[config.mk]
export PLATFORM = sky130hd
export DESIGN_NAME = inst_fetch
export DESIGN_NICKNAME = d
export VERILOG_FILES = /design/src/rtl/inst_fetch.sv
export SDC_FILE = /design/constraint.sdc
export NUM_CORES = 1
export LEC_CHECK = 0
export CORE_AREA = 5 5 224 171
export CTS_BUF_LIST = sky130_fd_sc_hd__clkbuf_8
export DETAILED_ROUTE_END_ITERATION = 6
export DIE_AREA = 0 0 229 176
export PLACE_DENSITY = 0.46
export SLEW_MARGIN = 20
export SYNTH_ARGS = -nofsm -noshare
export SYNTH_HDL_FRONTEND = slang
export SYNTH_SLANG_ARGS = --single-unit
[constraint.sdc]
create_clock -name clk -period 2.18 [get_ports clk]
set_input_delay 0.436 -clock clk [delete_from_list [all_inputs] [get_ports clk]]
set_output_delay 0.436 -clock clk [all_outputs]
set_load 0.1 [all_outputs]
[src/rtl/inst_fetch.sv]
`timescale 1ns/1ps
// Instruction fetch: owns the PC, fetches words over req/gnt + rvalid, buffers {pc, inst} for decode.
// Latency: redirect at N -> imem_req at N+1 -> inst_valid_o at N+3 with a 1-cycle memory.
// Backpressure: decode stalls fill the buffer; no request is issued unless a free slot is guaranteed.
module inst_fetch #(
    parameter logic [31:0] RESET_PC  = 32'h0000_0000,
    parameter int unsigned BUF_DEPTH = 2
) (
    input  logic        clk,
    input  logic        rst,
    output logic        imem_req,
    output logic [31:0] imem_addr,
    input  logic        imem_gnt,
    input  logic        imem_rvalid,
    input  logic [31:0] imem_rdata,
    input  logic        redirect_i,
    input  logic [31:0] redirect_pc_i,
    output logic        inst_valid_o,
    output logic [31:0] inst_o,
    output logic [31:0] inst_pc_o,
    input  logic        inst_ready_i
);

    localparam int unsigned PTR_W = (BUF_DEPTH > 1) ? $clog2(BUF_DEPTH) : 1;
    localparam int unsigned CNT_W = $clog2(BUF_DEPTH + 1);
    localparam logic [CNT_W-1:0] DEPTH_C = CNT_W'(BUF_DEPTH);
    localparam logic [PTR_W-1:0] LAST_C  = PTR_W'(BUF_DEPTH - 1);
    localparam logic [31:0] RESET_PC_AL  = RESET_PC & 32'hFFFF_FFFC;

    typedef enum logic [1:0] {IDLE, REQ, WAIT} state_t;

    typedef struct packed {
        logic [31:0] pc;
        logic [31:0] inst;
    } entry_t;

    state_t             state_q, state_d;
    logic [31:0]        pc_q, pc_d;
    logic [31:0]        req_pc_q, req_pc_d;
    logic               drop_q, drop_d;
    logic [PTR_W-1:0]   rd_ptr_q, rd_ptr_d;
    logic [PTR_W-1:0]   wr_ptr_q, wr_ptr_d;
    logic [CNT_W-1:0]   count_q, count_d;
    entry_t             mem_q [BUF_DEPTH];
    entry_t             mem_d [BUF_DEPTH];
    entry_t             head;
    logic               push;
    logic               pop;

    function automatic logic [PTR_W-1:0] ptr_inc(input logic [PTR_W-1:0] p);
        return (p == LAST_C) ? '0 : p + 1'b1;
    endfunction

    // Head of the buffer drives decode; outputs read as zero while empty.
    assign head         = mem_q[rd_ptr_q];
    assign inst_valid_o = (count_q != '0);
    assign inst_o       = inst_valid_o ? head.inst : '0;
    assign inst_pc_o    = inst_valid_o ? head.pc   : '0;
    assign imem_addr    = pc_q;

    // Buffer update: a redirect flushes everything and overrides any push or pop this cycle.
    always_comb begin
        mem_d    = mem_q;
        rd_ptr_d = rd_ptr_q;
        wr_ptr_d = wr_ptr_q;
        count_d  = count_q;
        pop      = inst_valid_o & inst_ready_i;
        push     = (state_q == WAIT) & imem_rvalid & ~drop_q & ~redirect_i;
        if (redirect_i) begin
            rd_ptr_d = '0;
            wr_ptr_d = '0;
            count_d  = '0;
        end else begin
            if (push) begin
                mem_d[wr_ptr_q] = '{pc: req_pc_q, inst: imem_rdata};
                wr_ptr_d        = ptr_inc(wr_ptr_q);
            end
            if (pop) begin
                rd_ptr_d = ptr_inc(rd_ptr_q);
            end
            count_d = count_q + CNT_W'(push) - CNT_W'(pop);
        end
    end

    // Fetch FSM: request only with a guaranteed free slot; a redirect retargets the PC and
    // marks any in-flight response for discard.
    always_comb begin
        state_d  = state_q;
        pc_d     = pc_q;
        req_pc_d = req_pc_q;
        drop_d   = drop_q;
        imem_req = 1'b0;
        case (state_q)
            IDLE: begin
                if (count_q < DEPTH_C || redirect_i) begin
                    state_d = REQ;
                end
            end
            REQ: begin
                imem_req = 1'b1;
                if (imem_gnt) begin
                    req_pc_d = pc_q;
                    pc_d     = pc_q + 32'd4;
                    state_d  = WAIT;
                    if (redirect_i) begin
                        drop_d = 1'b1;
                    end
                end
            end
            WAIT: begin
                if (imem_rvalid) begin
                    // The outstanding response is consumed now, so nothing is left to drop.
                    drop_d  = 1'b0;
                    state_d = (count_d < DEPTH_C) ? REQ : IDLE;
                end else if (redirect_i) begin
                    drop_d = 1'b1;
                end
            end
            default: state_d = IDLE;
        endcase
        if (redirect_i) begin
            pc_d = redirect_pc_i & 32'hFFFF_FFFC;
        end
    end

    // State registers with asynchronous active-low reset.
    always_ff @(posedge clk or negedge rst) begin
        if (!rst) begin
            state_q  <= IDLE;
            pc_q     <= RESET_PC_AL;
            req_pc_q <= '0;
            drop_q   <= 1'b0;
            rd_ptr_q <= '0;
            wr_ptr_q <= '0;
            count_q  <= '0;
            for (int i = 0; i < int'(BUF_DEPTH); i++) begin
                mem_q[i] <= '0;
            end
        end else begin
            state_q  <= state_d;
            pc_q     <= pc_d;
            req_pc_q <= req_pc_d;
            drop_q   <= drop_d;
            rd_ptr_q <= rd_ptr_d;
            wr_ptr_q <= wr_ptr_d;
            count_q  <= count_d;
            mem_q    <= mem_d;
        end
    end

endmodule

# ---- Word level (Yosys, flattened, before mapping)
# Cells that the tools add are included.
dict set report op_classes {
  bitwise 8
  shifts 0
  div 0
  magnitude_cmp 5
  multipliers 0
  n_reduce_logical 14
  addsub 5
  eq_ne 5
  mux 28
}
# operator n
set ops {}
lappend ops {{$mux 64} 4}
lappend ops {{$mux 32} 5}
lappend ops {{$bwmux 128} 1}
lappend ops {{$demux 64 s1} 1}
lappend ops {{$add 32x3->32 const B} 1}
lappend ops {{$reduce_bool 2->1} 6}
lappend ops {{$mux 1} 11}
lappend ops {{$mux 2} 4}
lappend ops {{$reduce_and 2->1} 4}
lappend ops {{$ne 2x2->1 const B} 3}
lappend ops {{$pmux 2 s3} 1}
lappend ops {{$and 1x1->1} 4}
lappend ops {{$ge 2x2->1 const B} 2}
lappend ops {{$lt 2x2->1 const B} 2}
lappend ops {{$not 1->2} 2}
lappend ops {{$reduce_and 3->1} 1}
lappend ops {{$add 1x1->1 const B} 2}
lappend ops {{$add 2x1->2} 1}
lappend ops {{$eq 2x1->1 const B} 1}
lappend ops {{$eq 2x2->1 const B} 1}
lappend ops {{$logic_not 2->1} 1}
lappend ops {{$lt 2x1->1 const B} 1}
lappend ops {{$not 1->1} 2}
lappend ops {{$pmux 1 s2} 1}
lappend ops {{3 further kinds} 3}
dict set report word_totals {
  inputBits 70
  rom_bits 0
  word_cells 76
  regBits 199
  out_inout_bits 98
  n_memories 0
  latchBits 0
  mem_bits_rw 0
}

# ---- Depth between registers and ports, before layout
# Gate-level depths: netlist of the first run.
dict set report logic_depth {
  ltp_word 11
  ltp_mapped 10
}

# ---- Worst setup path before layout of the first run
# OpenSTA, ideal clock, no wires.
dict set report synth_timing {
  path_type {register -> output}
  from {reg rd_ptr_q}
  to {out inst_o[10]}
  n_path_buf 2
  arrival_ns 2.478
  path_stages_with_launch 5
  setup_slack_ns -0.734
  path_cell_list {dfrtp_1 clkbuf_1 buf_1 mux2i_1 nor2_1}
}
dict set report synth_via {
  elab_chain_cells 5
}
# item line_no
set synth_rtl {}
lappend synth_rtl {{from (decl)} 41} ;# logic [PTR_W-1:0] rd_ptr_q, rd_ptr_d;
lappend synth_rtl {{from (signal assigned)} 144} ;# rd_ptr_q <= rd_ptr_d;
lappend synth_rtl {{$not 1->2 (implied by the code)} 55} ;# assign head = mem_q[rd_ptr_q];
lappend synth_rtl {{$mux 64 (implied by the code) (3 in series)} 55}
lappend synth_rtl {{$mux 32} 57} ;# assign inst_o = inst_valid_o ? head.inst : '0;
lappend synth_rtl {{to (decl)} 19} ;# output logic [31:0] inst_o,
# Every way passes these cells. The select of a mux whose other input is x is not followed.

# ---- Worst setup path after layout of the first run
dict set report layout_timing {
  from {reg rd_ptr_q}
  to {out inst_pc_o[15]}
}
dict set report layout_via {
  elab_chain_cells 5
}
# item line_no
set layout_rtl {}
lappend layout_rtl {{$not 1->2 (implied by the code)} 55}
lappend layout_rtl {{$mux 64 (implied by the code) (3 in series)} 55}
lappend layout_rtl {{$mux 32} 58} ;# assign inst_pc_o = inst_valid_o ? head.pc : '0;
lappend layout_rtl {{to (decl)} 20} ;# output logic [31:0] inst_pc_o,
# Every way passes these cells. The select of a mux whose other input is x is not followed.

==> metrics.cfg, run 1 <==
[floorplan]
start_util=0.2478
die_x_um=229
io_pins=168
core_area_um2=35660
die_height_um=176
fp-row-count=60
die_area_um2=40300

[setup_path]
start_kind=flop
crit_buf_inv=3
reg2reg_from=imem_addr[2]
cp_slowest_cell=dfrtp_4
crit_start=rd_ptr_q
worstPathArrival_ns=1.83
critical_path_class=reg2out
crit_required_ns=1.74
crit_chain=buf_12 -> clkbuf_16 -> mux2i_4 -> nor2_4 -> buf_12
crit_path_end_kind=primary output
path_max_fanout=8
r2r_cells=7
path_delay_family=buffers and inverters
r2r_end=imem_addr[16]
max_stage_delay_ns=0.50
cp.depth=5
timing.reg2reg.setup_slack_ns=0.08
crit_top_cell=buf_12

[clocking]
numCtsBuffers=17
clockRootBuffer=clkbuf_8
htreeDepth=4
cts_sinks=191
path_clk_slew_ns=0.10
clk_latency_ns=0.49
tritoncts=yes
clock_path_buffers=2

[sta]
fin_ws_ns=-0.08319
finalSetupTns_ns=-2.034
tightest_slew_ns=0.5939
maxSlewHeadroom=0.6004
final_max_slew_viol_count=0
fmax_mhz=441.9
setup_viol=56
hold_violations=0
grt_setup_unrepaired=true
clock_skew_ns=0.01387
finalCriticalPeriod_ns=2.263
fin_crit_sh=1.038

[min_path]
hp-class=in2async

[synth]
syn_avg_cell_area_um2=11.29
ys_warn_count=0
netlist.area_leader.share=0.5408
synth_edf_count=0
async_flop_share=1.000
synth_top_cell_by_area=dfrtp_1
synth_area_leaders=dfrtp_1 54%, mux2_2 16%, mux2i_1 7.1%
synth_area_um2=8837
ys_seq_area_frac=0.5408
synth_cells=783
synthFlopType=dfrtp_1
yosys.cell_types.count=50
ys_seq_elements=191

[placement]
gp_congestion=0.7877
io_buffers=161
dpl_worst_slack_ns=-0.4575
dpl.hpwl_um=18050

[pwr]
total_power_w=0.01405
p_leak_nw=5.646
ir_worst_vdd_mv=0.3423
pwr_density_cell_nw_per_um2=1033

[global_route]
grt_pass1_wl_um=41540
overflow=0
grt_max_degree=54
grt.total_usage=0.1303
antenna_found_initial=0
first_global_vias=6900

[final_layout]
diodes=0
syn_to_final_growth_pct=53.93
nNetsFinal=1060
drive_gt1_frac=0.4930

[drt]
via_count=6729
drt.antenna.violating_nets=0
vias_per_cell=4.593
drc=0
dr.pass1.iters=5
drt_iter0_drc=448
wl_um=26590
wl_per_cell_um=18.15

[run]
max-cap-violations=0

[outcome]
outcome=finished with violations
violations=negative setup slack

[cell usage after synthesis, drive strengths merged, types with 2 or more instances]
cell      n
dfrtp   191
mux2    125
nand2   112
nor2     87
mux2i    63
clkbuf   37
nand3    19
nand4    16
o21ai    16
buf      14
a31oi     8
or4       8
xnor2     8
nor3      7
inv       6
o311ai    6
o31ai     5
a21oi     4
or2       4
or3       4
and4      3
ha        3
nor2b     3
xor2      3
a211o     2
a22oi     2
a311o     2
a31o      2
and2      2
nand2b    2
nand3b    2
nor3b     2
nor4      2
nor4b     2
o211ai    2
[power breakdown]
| group | internal, W | switching (W) | leakage, nW | total, W |
|---|---|---|---|---|
| clock network | 0.000965 | 0.00146 | 0.202 | 0.00242 |
| registers | 0.00440 | 0.000689 | 2.48 | 0.00509 |
| logic | 0.00269 | 0.00385 | 2.96 | 0.00653 |
[routing by layer]
metal / share of wire / global-route usage / wire [µm]
met1: 0.53 / 0.2002 / 14030
met2: 0.40 / 0.1803 / 10760
met3: 0.061 / 0.04068 / 1609
met4: 0.0069 / 0.02279 / 183
met5: 0 / 0 / 0
[through the flow]
stage / cells / cell area (µm²) / util / hold WS (ns)
floorplan: 786 / 9435 / - / 0.1404
global placement: 1413 / 12530 / 0.3513 / 0.4337
detailed placement: 1413 / 12530 / 0.3513 / 0.4417
CTS: 1453 / 13220 / 0.3708 / 0.4439
global route: 1465 / 13600 / 0.3815 / 0.4656
finish: 1465 / 13600 / 0.3815 / 0.4660
[cells in the final DEF, fill, tap and decap left out, types with 16 or more instances in the layout]
cell type	Yosys	layout
dfrtp_1	191	163
nor2_1	87	22
buf_12	0	75
mux2_2	125	125
o21ai_0	16	16
nand4_1	16	16
clkbuf_8	0	18
buf_4	4	74
dfrtp_2	0	22
nand3_1	18	17
clkdlybuf4s50_1	0	65
nor2_4	0	61
mux2i_2	0	45
nand2_1	112	112
[cell families after synthesis]
logic type,count (synthesis),share of synthesized area
other cells,1,0.0004243
simple gates,278,0.1424
flops,191,0.5408
compound gates,53,0.04078
mux,188,0.2306
buf+inv,57,0.02718
xor+xnor,12,0.01345
fa+ha+maj,3,0.004248
[worst register-to-register path, cell delays in order, from the launching register on]
cell,delay [ns]
dfrtp_4,0.45
ha_4,0.15
nand3_4,0.08
or4_4,0.58
buf_8,0.16
buf_4,0.13
or4_1,0.39
nand3_1,0.09
[worst max-delay path by stage]
stage,endpoint,slack (ns)
global route,inst_pc_o[15],-0.17
global placement,state_q[0],-0.43
floorplan,state_q[0],-0.31
detailed placement,state_q[0],-0.46
CTS,inst_o[9],-0.14
finish,inst_pc_o[15],-0.08
[sequential cells by signal (all words and copies together), names as in the netlist]
register	cells
count_q	2
drop_q	1
imem_addr	30
mem_q	124
rd_ptr_q	1
req_pc_q	30
state_q	2
wr_ptr_q	1
[area by class of cell]
type	instances	area, µm²
inverters	6	26.28
clock inverters	15	170.2
multi-input cells	538	4697
fillers	3505	22060
clock buffers	17	234.0
flip-flops and latches	191	4830
well taps	465	581.8
repair buffers	233	3064
[what timing repair did]
item / in CTS / in global routing
hold buffers: 1 / 0
setup buffers: 5 / 6
cloned: 2 / 6
endpoints found under the setup margin: 58 / 68
endpoints found under the hold margin: 47 / 0
gates resized for setup: 50 / 39
pin swaps: 1 / 14
Note: power is estimated with default switching activity, not from simulation.
==> run 2: changes to the inputs <==
--- a/config.mk
+++ b/config.mk
@@ -11,4 +11,5 @@
 export DIE_AREA = 0 0 229 176
 export PLACE_DENSITY = 0.46
+export SETUP_SLACK_MARGIN = 0.05
 export SLEW_MARGIN = 20
 export SYNTH_ARGS = -nofsm -noshare
==> constraint.sdc (replaced) <==
create_clock -name clk -period 2.18 [get_ports clk]
set_input_delay 0.218 -clock clk [delete_from_list [all_inputs] [get_ports clk]]
set_output_delay 0.218 -clock clk [all_outputs]
set_load 0.1 [all_outputs]
==> metrics.cfg, run 2 (same netlist as run 1, synthesis figures left out) <==
[outcome]
outcome=finished clean

[setup_path]
path_max_fanout=6  ; -2
r2r_end=imem_addr[18]
r2r_cells=6  ; -1
crit_required_ns=2.60  ; +0.86 ns
cp_slowest_cell=or4_4
critical_path_class=reg2reg
crit_start=state_q[1]
timing.reg2reg.setup_slack_ns=0.11  ; +0.03 ns
crit_chain=nand3b_4 -> or4_4 -> buf_8 -> buf_4 -> or4_1 -> nand3_1
reg2reg_from=state_q[1]
max_stage_delay_ns=0.59  ; +0.09 ns
crit_path_end_kind=flop
worstPathArrival_ns=2.49  ; +0.66 ns
crit_end=imem_addr[18]
start_kind=flop

[placement]
io_buffers=161  ; unchanged
placed_cell_area_um2=12370  ; -1.2%
dpl.hpwl_um=17760  ; -1.6%
dpl.cell_count=1407  ; -0.42%
gp_congestion=0.7687  ; -2.4%

[clocking]
cts_sinks=191  ; unchanged
clk_latency_ns=0.48  ; about the same
clockRootBuffer=clkbuf_8
tritoncts=yes
htreeDepth=4  ; unchanged
numCtsBuffers=17  ; unchanged
clock_path_buffers=2  ; unchanged
path_clk_slew_ns=0.11  ; about the same

[min_path]
hp-class=in2async

[sta]
finalCriticalPeriod_ns=2.071  ; -0.1921 ns
fmax_mhz=482.8  ; +9.3%
clock_skew_ns=0.01425  ; +0.0003830 ns
final_max_slew_viol_count=0  ; unchanged
setup_viol=0  ; -100%
grt_setup_unrepaired=true
maxSlewHeadroom=0.6345  ; +0.03413
hold_violations=0  ; unchanged
tightest_slew_ns=0.5482  ; -0.04572 ns
fin_crit_sh=0.9500  ; -0.08812

[floorplan]
die_x_um=229  ; unchanged
start_util=0.2478  ; unchanged
die_height_um=176  ; unchanged
fp-row-count=60  ; unchanged
io_pins=168  ; unchanged
die_area_um2=40300  ; unchanged
core_area_um2=35660  ; unchanged

[pwr]
ir_worst_vdd_mv=0.5409  ; +58%
p_leak_nw=5.500  ; -2.6%
pwr_density_cell_nw_per_um2=1043  ; +1.0%

[global_route]
grt_pass1_wl_um=41930  ; +0.93%
grt_max_degree=58  ; +7.4%
overflow=0  ; unchanged
antenna_found_initial=0  ; unchanged
grt.total_usage=0.1326  ; +0.002318
first_global_vias=6824  ; -1.1%

[drt]
dr.pass1.iters=5  ; unchanged
via_count=6604  ; -1.9%
drt.antenna.violating_nets=0  ; unchanged
wl_met1_um=14250  ; +1.5%
wl_um=26780  ; +0.71%
highest_layer=met4
drt_iter0_drc=394  ; -12%
wl_met3_um=1281  ; -20%
vias_per_cell=4.545  ; -1.0%
route.met2.wl_um=11070  ; +2.8%
drc=0  ; unchanged
wl_per_cell_um=18.43  ; +1.5%

[final_layout]
stdcell_area_um2=13140  ; -3.4%
final_common_cell=dfrtp_1
nNetsFinal=1048  ; -1.1%
fin_cells=1453  ; -0.82%
drive_gt1_frac=0.4393  ; -0.05373
diodes=0  ; unchanged
layout_common_cells=163 x dfrtp_1, 125 x mux2_2, 112 x nand2_1, 73 x buf_4, 71 x buf_12
syn_to_final_growth_pct=48.68
fill_cells=3433  ; -2.1%
largest_register_ffs=124  ; unchanged
top_register=mem_q

[run]
max-cap-violations=0  ; unchanged

## run 2: changes by cell type in the layout (fill, tap and decap cells not counted), moves of 4 or more
cell	change
buf_12	-4
buf_6	-4
clkinv_4	+5
mux2i_1	+46
mux2i_2	-34
mux2i_4	-12
## run 2: timing repair
| item | in CTS | in global routing |
|---|---|---|
| endpoints found under the setup margin | 65 | 15 |
| hold endpoints to repair | 42 | 0 |
| gates resized for setup | 8 | 15 |
| gates cloned | 3 | 4 |
| setup buffers | 2 | 4 |
| pin swaps | 1 | 9 |
| hold buffers | 1 | 0 |
## run 2: worst max-delay path, delay by kind of cell (launching register included)
kind | cells | cell delay, ns
buffers and inverters | 2 | 0.29
and+or+nand+nor | 4 | 1.26
DFF | 1 | 0.45
## run 2: worst min path at each step
stage / from / endpoint / slack, ns
2_1_floorplan: rst / count_q[0] / -0.08
3_3_place_gp: rst / imem_addr[22] / 0.21
3_5_place_dp: rst / imem_addr[22] / 0.21
4_1_cts: rst / imem_addr[30] / 0.21
5_1_grt: rst / imem_addr[30] / 0.25
6_report: rst / imem_addr[23] / 0.25
## run 2: final cells by class
class	count	area, µm²	share of cell area
clock buffer	18	247.7	0.01886
multi-input combinational	538	4400	0.3349
timing repair buffer	221	2874	0.2187
tap	465	581.8	0.04428
inverter	6	26.28	0.002000
clock inverter	14	178.9	0.01362
sequential	191	4830	0.3676
## run 2: through the flow
stage | setup WS [ns] | utilization | TNS (ns) | total power, W | hold WS (ns)
floorplan | -0.3055 | - | -0.8624 | 0.008862 | -0.07759
global placement | -0.1892 | 0.3470 | -4.703 | 0.01067 | 0.2058
detailed placement | -0.1885 | 0.3470 | -5.796 | 0.01071 | 0.2055
CTS | 0.02746 | 0.3630 | 0 | 0.01368 | 0.2145
global route | 0.01293 | 0.3685 | 0 | 0.01451 | 0.2537
finish | 0.1089 | 0.3685 | 0 | 0.01371 | 0.2492
## run 2: metal layers
| metal | up-vias | track usage |
|---|---|---|
| li1 | 3131 | - |
| met1 | 3294 | 0.2052 |
| met2 | 167 | 0.1888 |
| met3 | 12 | 0.03264 |
| met4 | 0 | 0.02254 |
| met5 | - | 0 |
## run 2: report_power, final
| group | switching (W) | internal [W] | total, W | leakage [nW] |
|---|---|---|---|---|
| clock network | 0.00142 | 0.00110 | 0.00252 | 0.212 |
| logic | 0.00381 | 0.00237 | 0.00618 | 2.81 |
| registers | 0.000608 | 0.00440 | 0.00501 | 2.48 |
